$ cat config.mk
export PLATFORM = sky130hd
export DESIGN_NAME = demux4_route_sched
export DESIGN_NICKNAME = d
export VERILOG_FILES = /design/src/rtl/demux4_route_sched_pkg.sv /design/src/rtl/demux4_route_sched_rr_pick4.sv /design/src/rtl/demux4_route_sched.sv
export SDC_FILE = /design/constraint.sdc
export NUM_CORES = 1
export LEC_CHECK = 0
export CAP_MARGIN = 5
export CORE_MARGIN = 8
export CORE_UTILIZATION = 50
export DETAILED_ROUTE_END_ITERATION = 10
export GPL_TIMING_DRIVEN = 0
export PLACE_DENSITY = 0.94
export SLEW_MARGIN = 0
export SYNTH_ARGS = -nofsm -noshare
export SYNTH_HDL_FRONTEND = slang
export SYNTH_HIERARCHICAL = 1
export SYNTH_SLANG_ARGS = --single-unit
export TNS_END_PERCENT = 50
$ cat constraint.sdc
create_clock -name clock -period 4.35 [get_ports clock]
set_input_delay 0.435 -clock clock [delete_from_list [all_inputs] [get_ports clock]]
set_output_delay 0.435 -clock clock [all_outputs]
set_load 0.1 [all_outputs]
$ cat src/rtl/demux4_route_sched_pkg.sv
// Shared types and constants for the 1-to-4 demux route scheduler.
// Latency: none (declarations only).
// Backpressure: not applicable.
package demux4_pkg;

   localparam int NUM_CH = 4;

   // Routing mode encodings for the mode input
   localparam logic MODE_ADDR = 1'b0;
   localparam logic MODE_RR   = 1'b1;

   // IDLE: no word held; ROUTE: word held and offered on out_valid[select]
   typedef enum logic {
      IDLE  = 1'b0,
      ROUTE = 1'b1
   } state_t;

endpackage

$ cat src/rtl/demux4_route_sched_rr_pick4.sv
// Rotate-priority finder: first set bit of mask searching ptr, ptr+1, ... (mod 4).
// Latency: purely combinational.
// Backpressure: not applicable; any=0 when mask is empty.
module rr_pick4 (
   input  logic [3:0] mask,
   input  logic [1:0] ptr,
   output logic [1:0] idx,
   output logic       any
);

   logic [1:0] cand;

   // Walk offsets from farthest to nearest so the nearest enabled channel wins
   always_comb begin
      idx  = 2'd0;
      any  = 1'b0;
      cand = ptr;
      for (int i = 3; i >= 0; i--) begin
         cand = ptr + 2'(i);
         if (mask[cand]) begin
            idx = cand;
            any = 1'b1;
         end
      end
   end

endmodule

$ cat src/rtl/demux4_route_sched.sv
// Routes one producer word to one of four consumers (addressed or round-robin), counts deliveries.
// Latency: word accepted at edge N is on out_data/out_valid after edge N; one word per cycle sustained.
// Backpressure: in_ready drops while the held word's channel is not ready, or in RR mode with no channel enabled.
module demux4_route_sched
   import demux4_pkg::*;
#(
   parameter int DATA_W = 8,
   parameter int CNT_W  = 8
) (
   input  logic              clock,
   input  logic              reset,
   input  logic              mode,
   input  logic [3:0]        chan_en,
   input  logic              in_valid,
   output logic              in_ready,
   input  logic [DATA_W-1:0] in_data,
   input  logic [1:0]        in_dest,
   output logic [1:0]        select,
   output logic [DATA_W-1:0] out_data,
   output logic [3:0]        out_valid,
   input  logic [3:0]        out_ready,
   output logic              drop,
   output logic [CNT_W-1:0]  cnt0,
   output logic [CNT_W-1:0]  cnt1,
   output logic [CNT_W-1:0]  cnt2,
   output logic [CNT_W-1:0]  cnt3
);

   state_t            state, state_nxt;
   logic [1:0]        rr_ptr;
   logic [1:0]        pick_idx;
   logic              pick_any;
   logic [CNT_W-1:0]  cnt [NUM_CH];

   logic              deliver;
   logic              route_ok;
   logic              accept;
   logic              accept_route;
   logic              accept_drop;
   logic [1:0]        next_sel;

   rr_pick4 u_pick (
      .mask (chan_en),
      .ptr  (rr_ptr),
      .idx  (pick_idx),
      .any  (pick_any)
   );

   // Handshake decode: a pending word leaves when its own channel is ready
   always_comb begin
      deliver      = (state == ROUTE) && out_ready[select];
      route_ok     = (mode == MODE_RR) ? pick_any : 1'b1;
      in_ready     = ((state == IDLE) || deliver) && route_ok;
      accept       = in_valid && in_ready;
      accept_route = accept && ((mode == MODE_RR) || chan_en[in_dest]);
      accept_drop  = accept && (mode == MODE_ADDR) && !chan_en[in_dest];
      next_sel     = (mode == MODE_RR) ? pick_idx : in_dest;
   end

   // Next state: a routable accept always (re)enters ROUTE, otherwise a delivery empties us
   always_comb begin
      state_nxt = state;
      if (accept_route) begin
         state_nxt = ROUTE;
      end else if (deliver) begin
         state_nxt = IDLE;
      end
   end

   // State register; reset discards any held word
   always_ff @(posedge clock) begin
      if (reset) begin
         state <= IDLE;
      end else begin
         state <= state_nxt;
      end
   end

   // Held word, select, round-robin pointer and drop pulse
   always_ff @(posedge clock) begin
      if (reset) begin
         select   <= 2'd0;
         out_data <= '0;
         rr_ptr   <= 2'd0;
         drop     <= 1'b0;
      end else begin
         drop <= accept_drop;
         if (accept_route) begin
            select   <= next_sel;
            out_data <= in_data;
         end
         if (accept && (mode == MODE_RR)) begin
            rr_ptr <= pick_idx + 2'd1;
         end
      end
   end

   // Per-channel delivery counters, wrapping naturally
   always_ff @(posedge clock) begin
      if (reset) begin
         for (int i = 0; i < NUM_CH; i++) begin
            cnt[i] <= '0;
         end
      end else if (deliver) begin
         cnt[select] <= cnt[select] + CNT_W'(1);
      end
   end

   assign out_valid = (state == ROUTE) ? (4'b0001 << select) : 4'b0000;
   assign cnt0 = cnt[0];
   assign cnt1 = cnt[1];
   assign cnt2 = cnt[2];
   assign cnt3 = cnt[3];

endmodule

# Word-level counts from Yosys, hierarchy flattened
# Memories as Yosys holds them, arrays and structs flattened. A register that Yosys moved wholly into a read port is not among the register bits.
# Index checks and enable logic that the tools add are counted.
# classes
n_addsub,5
n_lt_le_gt_ge,6
shifts,1
muxes,35
bitwise_logic,2
n_reduce_logical,12
# op_table
operator,n
two-way mux 1 bit,19
"less-than comparator 2 x 3 -> 1 bit, second input constant",6
two-way mux 2 bit,8
binary-select mux 1 bit (select 2 bit),6
"adder 8 x 1 -> 8 bit, second input constant",1
two-way mux 8 bit,1
OR reduction 8 bit,1
logical AND 1 bit,7
"adder 2 x 1 -> 2 bit, second input constant",2
"adder 2 bit, second input constant",2
two-way mux 4 bit,1
"<< shifter 1 x 2 -> 4 bit, first input constant",1
logical OR 1 bit,2
NOT 1 bit,2
nonzero test 2 bit,1
zero test 1 bit,1
# word_totals
regBits,14
ram_bits,32
input_bits,22
out_inout_bits,48
mem_count,1
# memory_table
memory,depth,width,rd,rd_ports_with_merged_regs,write_ports,line,text
cnt,4,8,5,1,4,demux4_route_sched.sv:33,logic [CNT_W-1:0] cnt [NUM_CH];

# Depth between registers and ports, before layout
# logic_depth
word_depth,13
mapped_depth,7
mapped_depth_nobuf,6

# Cells and area by module
# The synthesis kept the hierarchy.
# modules_own_cells
mod,n_inst,cells_per_inst,area_per_inst_um2
demux4_route_sched,1,187,2262.2
rr_pick4,1,13,77.6

# Worst setup path after synthesis
# OpenSTA, ideal clock, no wires.
# synth_timing
path_type,flip-flop to flip-flop
startpoint,register select[0]
endpoint,memory cnt[1][0] (enable)
setup_time_ns,0.341
arrival_ns,4.511
required_time_ns,4.009
slack_ns,-0.502
path_stages_with_launch,5
path_buffers,1
path_cell_list,dfxtp_1 > clkbuf_1 > nor3b_1 > nand3b_1 > nand2b_1
# synth_lines
element,line,text
"start, declared",demux4_route_sched.sv:18,"output logic [1:0] select,"
"start signal, assigned",demux4_route_sched.sv:89,select <= next_sel;
"end, declared",demux4_route_sched.sv:33,

# Final worst setup path
# layout_timing
startpoint,input out_ready[3]
endpoint,output in_ready
# layout_between
elab_chain_len,5
# layout_lines
element,line,text
"start, declared",demux4_route_sched.sv:21,"input logic [3:0] out_ready,"
binary-select mux 1 bit (select 2 bit),demux4_route_sched.sv:51,deliver = (state == ROUTE) && out_ready[select];
two-way mux 1 bit (implied by the code),demux4_route_sched.sv:51,
logical AND 1 bit,demux4_route_sched.sv:51,
logical OR 1 bit,demux4_route_sched.sv:53,in_ready = ((state == IDLE) || deliver) && route_ok;
logical AND 1 bit,demux4_route_sched.sv:53,
"end, declared",demux4_route_sched.sv:15,"output logic in_ready,"
# No other way between the ends. The select of a mux whose other input is x is not followed.

==> metrics <==
status complete, no violations; area of the multi-input gates 991 um^2; hpwl dp between 4000 and 5000 um; CP required 3910 ps; CTS Buf Count 5; Total Routing Usage GR 0.178; Crit Path Class in -> out; Final Net Count 298; wirelength, routed 6240 um; drt first pass iters 4; vias in the first global route 2058; Initial Utilization 0.505; port buffer count 68; first-pass GRT wire length 9850 um; Slew Limit Fails 0; PwrDens around 380 mW/mm^2; Clock Tree Buf Depth 2; Die X roughly 84 um; Synth Area per Inst 11.7 um^2; layout cells sized above 1 0.101; initial antenna violation count 0; VDD IR max 0.226 mV; P&R area growth vs syn 36.7%; final setup fails 0; htree depth 2; # placed instances 322; Vias 1930; type of origin of the critical path input port; top cell type's share of synthesized area 0.411; final hold vios 0; hold crit path type reg -> reg; RSZ-0062 raised after global routing no; Fillers roughly 340; DRC violations left 0; GP Congestion roughly 0.88; Max Cap Viol 0; clock transition at the registers of the reported paths 90 ps; first-iteration detailed-routing DRC count 91; post-layout instance count excluding filler cells 330; Top cell by count, worst path clkdlybuf4s50_1; post-synth top area cell edfxtp_1; CP max stage delay 990 ps; clock skew 8.49 ps; post-route setup TNS 0 ps; synthesized instance count 200; top area cells in the synthesized netlist edfxtp_1 41%, dfxtp_1 14%, mux4_2 5.8%, a21oi_1 5.3%, mux4_1 4.5%; CP Capture Type output port; critical-path cell list clkdlybuf4s50_1 > mux4_2 > buf_2 > nor2_1 > a21oi_1 > clkdlybuf4s50_1; Post-CTS Hold Fix Bufs 0; Slew headroom 0.313; total chip power 1210 uW; CTS tree built; Post-CTS Setup Repair Bufs 0; register area about 0.0013 mm^2; post-DR vias/cell 5.85; WP buf/inv 3; Chip Height 84.4 um; Skew-Pair Late Insertion Delay 300 ps; Max FO, Critical Path 9; Seq cells post-synth 48; antenna-violating nets left 0; P_leak around 0.0011 uW; Seq/Total Area, Yosys 0.548; final worst path period share 0.732; synth unique cells 36; CTS resizes 0; Design Area, Final 0.00320 mm^2; yosys warns 6; clock root buffer clkbuf_8; Arrival @ worst endpoint 2750 ps; slowest CP cell clkdlybuf4s50_1; Top delay family on crit path buffers and inverters; row count 25; fmax 0.314 GHz; antenna cell count 0; die area 0.00712 mm^2; wire per inst 18.9 um; Net Count, Synth 223; largest net degree at the start of global routing 16; R2R Setup Slk 2080 ps; Slew @ Worst Pin 1030 ps; CTS Sinks 48; placed cell areas between 0.003 and 0.004 mm^2; CORE AREA 0.00463 mm^2; Netlist Area Pre-Place 0.00234 mm^2; # IOs 70; fin crit period 3190 ps; total grt overflow 0
==> worst paths after layout <==
path	from	end	cells after the start
worst max-delay path	out_ready[3]	in_ready	6
worst min-delay path	out_data[0]	out_data[0]	2
worst max register to register	flip-flop	cnt[0][2]	7
worst min register to register	out_data[0]	out_data[0]	2
==> final cells by class <==
type                            instances  share of cell area
Tap cell                               54              0.0211
Timing Repair Buffer                   68               0.213
Multi-Input combinational cell        136               0.310
Clock inverter                          2             0.00391
Sequential cell                        48               0.400
Inverter                                6             0.00704
Buffer                                 10              0.0156
Clock buffer                            6              0.0293
==> metrics by stage <==
step | hold WS, ps | util | worst slack [ps]
CTS | 478 | 0.691 | 1160
global placement | 459 | 0.668 | 1180
finish | 478 | 0.691 | 1160
floorplan | 510 | - | 4.68
detailed placement | 466 | 0.668 | 1170
global route | 523 | 0.691 | 1050
==> worst min-delay path, stage by stage, from the launching register on <==
cell and delay [ps]:
dfxtp_1 320, o21ai_0 60, a21oi_1 60
==> registers in the layout, indices dropped and copies added (netlist names), named ones only <==
name      flops
cnt          32
drop          1
select        2
state         1
rr_ptr        2
out_data      8
==> synth_stat cells, drive strengths merged <==
master / count
a211oi: 8
a21o: 1
a21oi: 25
and2: 1
and3: 1
buf: 4
clkbuf: 6
dfxtp: 16
edfxtp: 32
ha: 1
inv: 6
mux2: 1
mux2i: 4
mux4: 10
nand2: 7
nand2b: 8
nand3: 12
nand3b: 3
nand4: 1
nor2: 24
nor2b: 1
nor3: 4
nor3b: 2
nor4: 1
o2111a: 1
o21a: 1
o21ai: 12
or3: 3
xnor2: 2
xor2: 2
==> power breakdown <==
group          leakage, uW  internal [uW]  total [uW]  switching, uW
Sequential        0.000463            512         526           14.5
Combinational     0.000618            107         388            281
Clock            0.0000523            147         297            150
==> cells by family (layout without fill, tap and decap cells) <==
family | count (synthesis) | after routing | synth area share
compound gates | 48 | 48 | 0.123
xor+xnor | 4 | 4 | 0.0150
fa+ha+maj | 1 | 1 | 0.00535
buf+inv | 16 | 92 | 0.0310
flops | 48 | 48 | 0.548
mux | 15 | 15 | 0.126
simple gates | 68 | 68 | 0.152
==> per-layer routing <==
metal | share of wire | up-vias | global-route usage
met4 | 0.0091 | 0 | 0.0615
li1 | - | 901 | -
met2 | 0.51 | 92 | 0.308
met1 | 0.37 | 929 | 0.175
met5 | 0 | - | 0
met3 | 0.11 | 8 | 0.0985
==> cells in the final DEF, fill, tap and decap left out, drive strengths merged <==
master	n
clkdlybuf4s50	68
edfxtp	32
a21oi	25
nor2	24
dfxtp	16
nand3	12
o21ai	12
clkbuf	12
mux4	10
nand2b	8
a211oi	8
nand2	7
inv	6
nor3	4
buf	4
mux2i	4
or3	3
nand3b	3
xor2	2
xnor2	2
nor3b	2
nand4	1
nor2b	1
and2	1
and3	1
a21o	1
o21a	1
mux2	1
o2111a	1
nor4	1
ha	1
clkinvlp	1
clkinv	1
(Power assumes the default switching activity.)
